[src/rtl/proc_n_if.sv]
// -----------------------------------------------------------------------------
// proc_n_if
// Handshake and bus bundle between proc_n and the instruction/data source
// (ROM or switches) plus whatever observes the shared bus.
//
//   Run       source -> proc  start request, sampled by the processor in T0
//   DIN       source -> proc  instruction word in T0, immediate in T1 (mvi)
//   Done      proc -> source  high in the final step of every instruction
//   BusWires  proc -> source  shared bus value, 0 when nothing drives it
//   Zero      proc -> source  registered flag, 1 when G == 0
//
// master : the instruction source / observer side
// slave  : the processor side
// -----------------------------------------------------------------------------
interface proc_n_if #(
  parameter int N = 16
);
  logic         Run;
  logic [N-1:0] DIN;
  logic         Done;
  logic [N-1:0] BusWires;
  logic         Zero;

  modport master (
    output Run,
    output DIN,
    input  Done,
    input  BusWires,
    input  Zero
  );

  modport slave (
    input  Run,
    input  DIN,
    output Done,
    output BusWires,
    output Zero
  );
endinterface

[src/rtl/proc_n.sv]
// -----------------------------------------------------------------------------
// proc_n
// Parametrised 8-register processor built around a single shared bus.
// A 9-bit instruction {I[2:0], X[2:0], Y[2:0]} is fetched from DIN[8:0] in
// step T0 when Run is high; mv/mvi/mvnz/reserved complete in T1, add/sub/and
// walk T1 (A <= Rx), T2 (G <= A op Ry, Zero updated) and T3 (Rx <= G).
//
// Parameters
//   N        data / bus width, must be >= 9 because IR is taken from DIN[8:0]
//
// Ports
//   Clock    in   rising-edge clock
//   Resetn   in   synchronous active-low reset; clears every register,
//                 sets Zero and forces Done/BusWires low while asserted
//   bus      slave modport of proc_n_if (Run, DIN, Done, BusWires, Zero)
// -----------------------------------------------------------------------------
module proc_n #(
  parameter int N = 16
) (
  input  logic     Clock,
  input  logic     Resetn,
  proc_n_if.slave  bus
);

  // ---------------------------------------------------------------------------
  // Types
  // ---------------------------------------------------------------------------
  typedef enum logic [1:0] {
    T0 = 2'd0,
    T1 = 2'd1,
    T2 = 2'd2,
    T3 = 2'd3
  } step_e;

  typedef enum logic [2:0] {
    OP_MV   = 3'b000,
    OP_MVI  = 3'b001,
    OP_ADD  = 3'b010,
    OP_SUB  = 3'b011,
    OP_AND  = 3'b100,
    OP_MVNZ = 3'b101,
    OP_RSV6 = 3'b110,
    OP_RSV7 = 3'b111
  } op_e;

  // ---------------------------------------------------------------------------
  // State
  // ---------------------------------------------------------------------------
  step_e        step_q, step_d;
  logic [8:0]   ir_q,   ir_d;
  logic [N-1:0] a_q,    a_d;
  logic [N-1:0] g_q,    g_d;
  logic         zero_q, zero_d;
  logic [N-1:0] r_q [8];
  logic [N-1:0] r_d [8];

  // ---------------------------------------------------------------------------
  // Instruction decode
  // ---------------------------------------------------------------------------
  op_e          op;
  logic [2:0]   rx_sel;
  logic [2:0]   ry_sel;
  logic         is_alu;
  logic [N-1:0] rx_val;
  logic [N-1:0] ry_val;
  logic [N-1:0] bus_val;
  logic [N-1:0] alu_res;
  logic         done_raw;

  assign op     = op_e'(ir_q[8:6]);
  assign rx_sel = ir_q[5:3];
  assign ry_sel = ir_q[2:0];
  assign is_alu = (op == OP_ADD) || (op == OP_SUB) || (op == OP_AND);
  assign rx_val = r_q[rx_sel];
  assign ry_val = r_q[ry_sel];

  // Single-step ops finish in T1, ALU ops in T3. T2/T3 are only ever reached
  // by ALU ops, so the step alone would suffice there; is_alu keeps the
  // decode robust against an illegal state.
  assign done_raw = ((step_q == T1) && !is_alu) ||
                    ((step_q == T3) &&  is_alu);

  // ---------------------------------------------------------------------------
  // Bus multiplexer: one source or none. The idle value is 0, so the bus never
  // shows a stale operand in T0, on reserved opcodes or on a suppressed mvnz.
  // ---------------------------------------------------------------------------
  always_comb begin
    // NOTE: every signal assigned in always_comb gets a default first so that
    // no path leaves it unassigned and a latch is never inferred.
    bus_val = '0;
    case (step_q)
      T1: begin
        case (op)
          OP_MV:                  bus_val = ry_val;
          OP_MVI:                 bus_val = bus.DIN;
          OP_MVNZ:                if (!zero_q) bus_val = ry_val;
          OP_ADD, OP_SUB, OP_AND: bus_val = rx_val;
          default:                bus_val = '0;
        endcase
      end
      T2:      bus_val = ry_val;
      T3:      bus_val = g_q;
      default: bus_val = '0;
    endcase
  end

  // ALU operates on A and the bus, which carries Ry during T2.
  always_comb begin
    alu_res = '0;
    case (op)
      OP_ADD:  alu_res = a_q + bus_val;
      OP_SUB:  alu_res = a_q - bus_val;
      OP_AND:  alu_res = a_q & bus_val;
      default: alu_res = '0;
    endcase
  end

  // ---------------------------------------------------------------------------
  // Next-state logic
  // ---------------------------------------------------------------------------
  always_comb begin
    step_d = step_q;
    ir_d   = ir_q;
    a_d    = a_q;
    g_d    = g_q;
    zero_d = zero_q;
    r_d    = r_q;

    case (step_q)
      T0: begin
        // Without Run the processor idles in T0 and loads nothing.
        if (bus.Run) begin
          ir_d   = bus.DIN[8:0];
          step_d = T1;
        end
      end

      T1: begin
        case (op)
          OP_MV, OP_MVI:          r_d[rx_sel] = bus_val;
          OP_MVNZ:                if (!zero_q) r_d[rx_sel] = bus_val;
          OP_ADD, OP_SUB, OP_AND: a_d = bus_val;
          default:                ;  // reserved: no register write
        endcase
        step_d = is_alu ? T2 : T0;
      end

      T2: begin
        // Zero tracks G and therefore changes only when G loads.
        g_d    = alu_res;
        zero_d = (alu_res == '0);
        step_d = T3;
      end

      T3: begin
        r_d[rx_sel] = bus_val;
        step_d      = T0;
      end

      default: step_d = T0;
    endcase
  end

  // ---------------------------------------------------------------------------
  // State registers
  // ---------------------------------------------------------------------------
  always_ff @(posedge Clock) begin
    // NOTE: sequential state uses non-blocking assignments only, so every
    // register samples pre-edge values regardless of statement order.
    if (!Resetn) begin
      step_q <= T0;
      ir_q   <= '0;
      a_q    <= '0;
      g_q    <= '0;
      zero_q <= 1'b1;
      // NOTE: the register file is small and architecturally visible after
      // reset, so it is cleared explicitly; this keeps it in flops rather than
      // letting it map onto a RAM macro that cannot be reset.
      for (int i = 0; i < 8; i++) begin
        r_q[i] <= '0;
      end
    end else begin
      step_q <= step_d;
      ir_q   <= ir_d;
      a_q    <= a_d;
      g_q    <= g_d;
      zero_q <= zero_d;
      r_q    <= r_d;
    end
  end

  // ---------------------------------------------------------------------------
  // Outputs. While Resetn is low the step may still show a mid-instruction
  // value, so Done and the bus are forced low for the whole reset cycle.
  // ---------------------------------------------------------------------------
  assign bus.Done     = done_raw & Resetn;
  assign bus.BusWires = Resetn ? bus_val : '0;
  assign bus.Zero     = zero_q;

endmodule

[src/flat_wrapper.sv]
// flat-port wrapper written by rule: the top's interface ports become plain ports
module proc_n_flat 
#(
  parameter int N = 16
)
  (Clock, Resetn, bus_Run, bus_DIN, bus_Done, bus_BusWires, bus_Zero);
  proc_n_if #(.N(N)) bus_i ();
  input  logic Clock;
  input  logic Resetn;
  input wire logic [$bits(bus_i.Run)-1:0] bus_Run;
  input wire logic [$bits(bus_i.DIN)-1:0] bus_DIN;
  output wire logic [$bits(bus_i.Done)-1:0] bus_Done;
  output wire logic [$bits(bus_i.BusWires)-1:0] bus_BusWires;
  output wire logic [$bits(bus_i.Zero)-1:0] bus_Zero;
  assign bus_i.Run = bus_Run;
  assign bus_i.DIN = bus_DIN;
  assign bus_Done = bus_i.Done;
  assign bus_BusWires = bus_i.BusWires;
  assign bus_Zero = bus_i.Zero;
  proc_n #(.N(N)) u_core (.Clock(Clock), .Resetn(Resetn), .bus(bus_i));
endmodule
[config.mk]
export PLATFORM = sky130hd
export DESIGN_NAME = proc_n_flat
export DESIGN_NICKNAME = d
export VERILOG_FILES = /design/src/rtl/proc_n_if.sv /design/src/rtl/proc_n.sv /design/src/flat_wrapper.sv
export SDC_FILE = /design/constraint.sdc
export NUM_CORES = 1
export LEC_CHECK = 0
export ABC_AREA = 1
export BUFFER_PORTS_ARGS = -buffer_cell sky130_fd_sc_hd__clkbuf_2
export CORE_ASPECT_RATIO = 0.8
export CORE_MARGIN = 4
export CORE_UTILIZATION = 57
export DETAILED_ROUTE_END_ITERATION = 10
export GPL_ROUTABILITY_DRIVEN = 0
export PLACE_DENSITY = 0.78
export SLEW_MARGIN = 30
export SYNTH_ARGS = -nofsm -noshare
export SYNTH_HDL_FRONTEND = slang
export SYNTH_SLANG_ARGS = --single-unit
export TNS_END_PERCENT = 30
[constraint.sdc]
create_clock -name Clock -period 3.75 [get_ports Clock]
set_input_delay 0.75 -clock Clock [delete_from_list [all_inputs] [get_ports Clock]]
set_output_delay 0.75 -clock Clock [all_outputs]
set_load 0.01 [all_outputs]
==> flow_metrics.py <==
metrics = {
    "worst_setup_path": {
        "rr_worst_depth": 28,
        "cp_max_fo": 6,
        "cpMostUsedCell": "nand2_1",
        "rr_endpoint": "u_core.bus.Zero$_SDFFE_PN1P_",
        "slowest_stage": "dfxtp_4",
        "crit_type": "flop to flop",
        "cp.required_ps": 4130,
        "critPathLaunchType": "flop",
        "critPathCapture": "u_core.bus.Zero$_SDFFE_PN1P_",
        "slowest_delay_ps": 370,
        "crit_path_end_kind": "flop",
        "worst_r2r_startpoint": "u_core.ir_q[4]$_SDFFE_PN0P_",
        "startpoint": "u_core.ir_q[4]$_SDFFE_PN0P_",
        "r2r_setup_slack_ps": -280,
        "cp.arrival_ps": 4410,
    },
    "global_route": {
        "grt_max_degree": 66,
        "grt_pass1_vias": 11641,
        "gr-total-overflow": 0,
        "grt_antenna_before_repair": 0,
        "grt_pass1_wl_um": 58910,
        "globalRouteTotalUtil": 0.3403,
    },
    "power": {
        "leakage_nw": 7.123,
        "vdd_ir_drop_max_v": 0.0002052,
        "p_per_area_mw_per_mm2": 418.0,
    },
    "timing": {
        "finalCritPeriodShare": 1.074,
        "fin_crit_ps": 4027,
        "finalMaxSlewViolations": 0,
        "setup_violations": 6,
        "max_slew.worst_pin.slew_ps": 735.8,
        "clock-skew-final_ps": 11.97,
        "fmax_mhz": 248.3,
        "relSlewSlack": 0.5095,
        "hold_violations": 0,
        "setup-tns-final_ps": -863.1,
        "rsz0062_at_grt": "yes",
        "setup_slack_ps": -277.4,
    },
    "clocking": {
        "clk_path_buf_depth": 2,
        "cts_tree": "done",
        "clock_sinks": 172,
        "cts_hold_buffers": 0,
        "path_clk_slew_ps": 70,
        "clock_latency_ps": 440,
        "htreeDepth": 4,
        "clock-root-buffer": "clkbuf_16",
        "cts_buffers": 17,
    },
    "synthesis": {
        "synthSimpleGateAreaFrac": 0.2565,
        "yosys.cell_count.top_type": "nand2_1",
        "yosys-top-cells-area": "dfxtp_1, nand2_1, inv_1, o21ai_0, a21oi_1",
        "synth_top_family_by_area": "simple AND/OR/NAND/NOR gates",
        "yosysWarningCount": 0,
        "postSynthCellCount": 1797,
        "synthMuxAreaShare": 0,
        "netlist_area_mm2": 0.01094,
        "synthFlopType": "dfxtp_1",
        "ys_seq_area_frac": 0.3147,
        "synth_common_cells": "nand2_1, inv_1, o21ai_0",
        "syn_nets": 1834,
        "synth_edf_count": 0,
        "ys_async_sr_fraction": 0,
        "synth_adder_area_share": 0.02127,
        "ys_types": 41,
        "synth-compound-area-share": 0.2271,
        "syn_avg_cell_area_um2": 6.088,
        "synthXorXnorAreaFrac": 0.01281,
        "yosys_register_bits": 172,
        "synth_top_area_frac": 0.3147,
        "synth_top_cell_by_area": "dfxtp_1",
    },
    "detailed_routing": {
        "postRouteAntennaNets": 0,
        "dr.pass1.iters": 9,
        "vias_per_cell": 5.780,
        "drt_iter0_markers": 1709,
        "wl_per_cell_um": 17.39,
        "num_vias": 12774,
        "totalWireLength_um": 38430,
        "drc": 0,
    },
    "cells_and_area": {
        "seq_area_mm2": 0.003463,
        "stdcell_count": 2210,
        "syn_to_final_growth_pct": 23.03,
        "diodes": 0,
        "fill_cells": 1499,
        "drive_gt1_frac": 0.1972,
        "layout.nets": 1976,
        "multi_input_area_mm2": 0.006086,
        "fin_area_mm2": 0.01346,
    },
    "place": {
        "portBuffers": 36,
        "place_ws_ps": -406.6,
        "dpl_cell_area_mm2": 0.01222,
        "placed_cells": 2154,
        "hpwl_um": 25580,
    },
    "die": {
        "die_area_mm2": 0.02149,
        "die_h_um": 131.9,
        "row_count": 45,
        "start_util": 0.5783,
        "ioPinCount": 37,
        "die_w_um": 162.9,
        "coreArea_mm2": 0.01892,
    },
    "status": {
        "outcome": "finished with violations",
        "violations": "setup timing",
    },
    "hold_path": {
        "hold_path_class": "flop to flop",
    },
    "run": {
        "cap_violations": 0,
    },
}
logic make-up after synthesis:
logic type                 after synthesis
AOI/OAI and AO/OA                      464
xor gates and xnor gates                16
adders and majority gates               18
buffers and inverters                  451
DFF                                    172
and+or+nand+nor                        676
critical path: cells and delay by family, from the launching register on:
kind	cells	cell delay (ps)
simple gates	22	2480
buf+inv	2	380
flops	1	370
xor+xnor	2	300
fa+ha+maj	1	280
compound gates	1	150
cell type report:
cell class,count,area share
multi-input cells,1174,0.4521
flip-flops and latches,172,0.2573
repair buffers,226,0.1285
inverters,348,0.09816
clock buffers,19,0.03291
well taps,258,0.02398
clock inverters,13,0.007065
through the flow:
stage / total power [W] / hold WS, ps / util
after floorplan: 0.002958 / 464.6 / -
after global placement: 0.003568 / 484.6 / 0.6460
after detailed placement: 0.003608 / 482.6 / 0.6460
after CTS: 0.005430 / 511.2 / 0.6999
after global routing: 0.005850 / 535.2 / 0.7115
final: 0.005626 / 520.9 / 0.7115
how the worst min path moves through the flow:
stage / startpoint / endpoint / slack (ps) / cells after the start
2_1_floorplan: u_core.g_q[5]$_SDFFE_PN0P_ / u_core.g_q[5]$_SDFFE_PN0P_ / 460 / 2
3_3_place_gp: u_core.g_q[4]$_SDFFE_PN0P_ / u_core.g_q[4]$_SDFFE_PN0P_ / 480 / 2
3_5_place_dp: u_core.g_q[1]$_SDFFE_PN0P_ / u_core.g_q[1]$_SDFFE_PN0P_ / 480 / 2
4_1_cts: u_core.g_q[1]$_SDFFE_PN0P_ / u_core.g_q[1]$_SDFFE_PN0P_ / 510 / 2
5_1_grt: u_core.g_q[14]$_SDFFE_PN0P_ / u_core.g_q[14]$_SDFFE_PN0P_ / 540 / 2
6_report: u_core.g_q[1]$_SDFFE_PN0P_ / u_core.g_q[1]$_SDFFE_PN0P_ / 520 / 2
power by group:
part	switching, W	leakage, nW	internal (W)
registers	0.0000430	1.39	0.00188
clock network	0.000798	0.247	0.000865
logic	0.00121	5.48	0.000828
registers in the layout, indices dropped and copies added (netlist names), named ones only:
register,cells
u_core.r_q,128
u_core.bus.Zero,1
u_core.ir_q,9
u_core.step_q,1
u_core.a_q,16
u_core.g_q,16
metal layers:
| layer | routed length (um) | global-route usage |
|---|---|---|
| met5 | 0 | 0 |
| met4 | 1874 | 0.1621 |
| met3 | 4917 | 0.06690 |
| met2 | 16890 | 0.5240 |
| met1 | 14760 | 0.4586 |
what timing repair did:
| action | 4_1_cts | 5_1_grt |
|---|---|---|
| resized for setup | 97 | 49 |
| pin swaps | 45 | 44 |
| setup endpoints to repair | 9 | 11 |
| gates cloned | 1 | 0 |
| setup buffers | 20 | 3 |
cell usage in the layout (no fill, tap or decap), types with 5 or more instances in the layout:
cell        Yosys  layout
nand2_2        12      31
clkbuf_16       0      17
a21oi_2         4      10
o21ai_2         0       9
buf_6          13      12
ha_1           17      12
xor2_1         15      15
nand4_1         9       9
dfxtp_1       172     164
inv_1         339     336
ha_4            0       5
inv_2           5       6
clkinvlp_4      0       6
nor2_2          3       8
o21ai_1         6      13
o22ai_1         5       5
o211ai_1       28      28
nand2_1       446     423
a21oi_4         3       6
nand3_2         4      17
nand2_4         1       5
buf_4           4     172
o21ai_0       220     204
a21oi_1       182     173
nor2_1         72      63
nand3_1       119     103
clkbuf_2        0      36
Power figures use the tool's default switching activity.
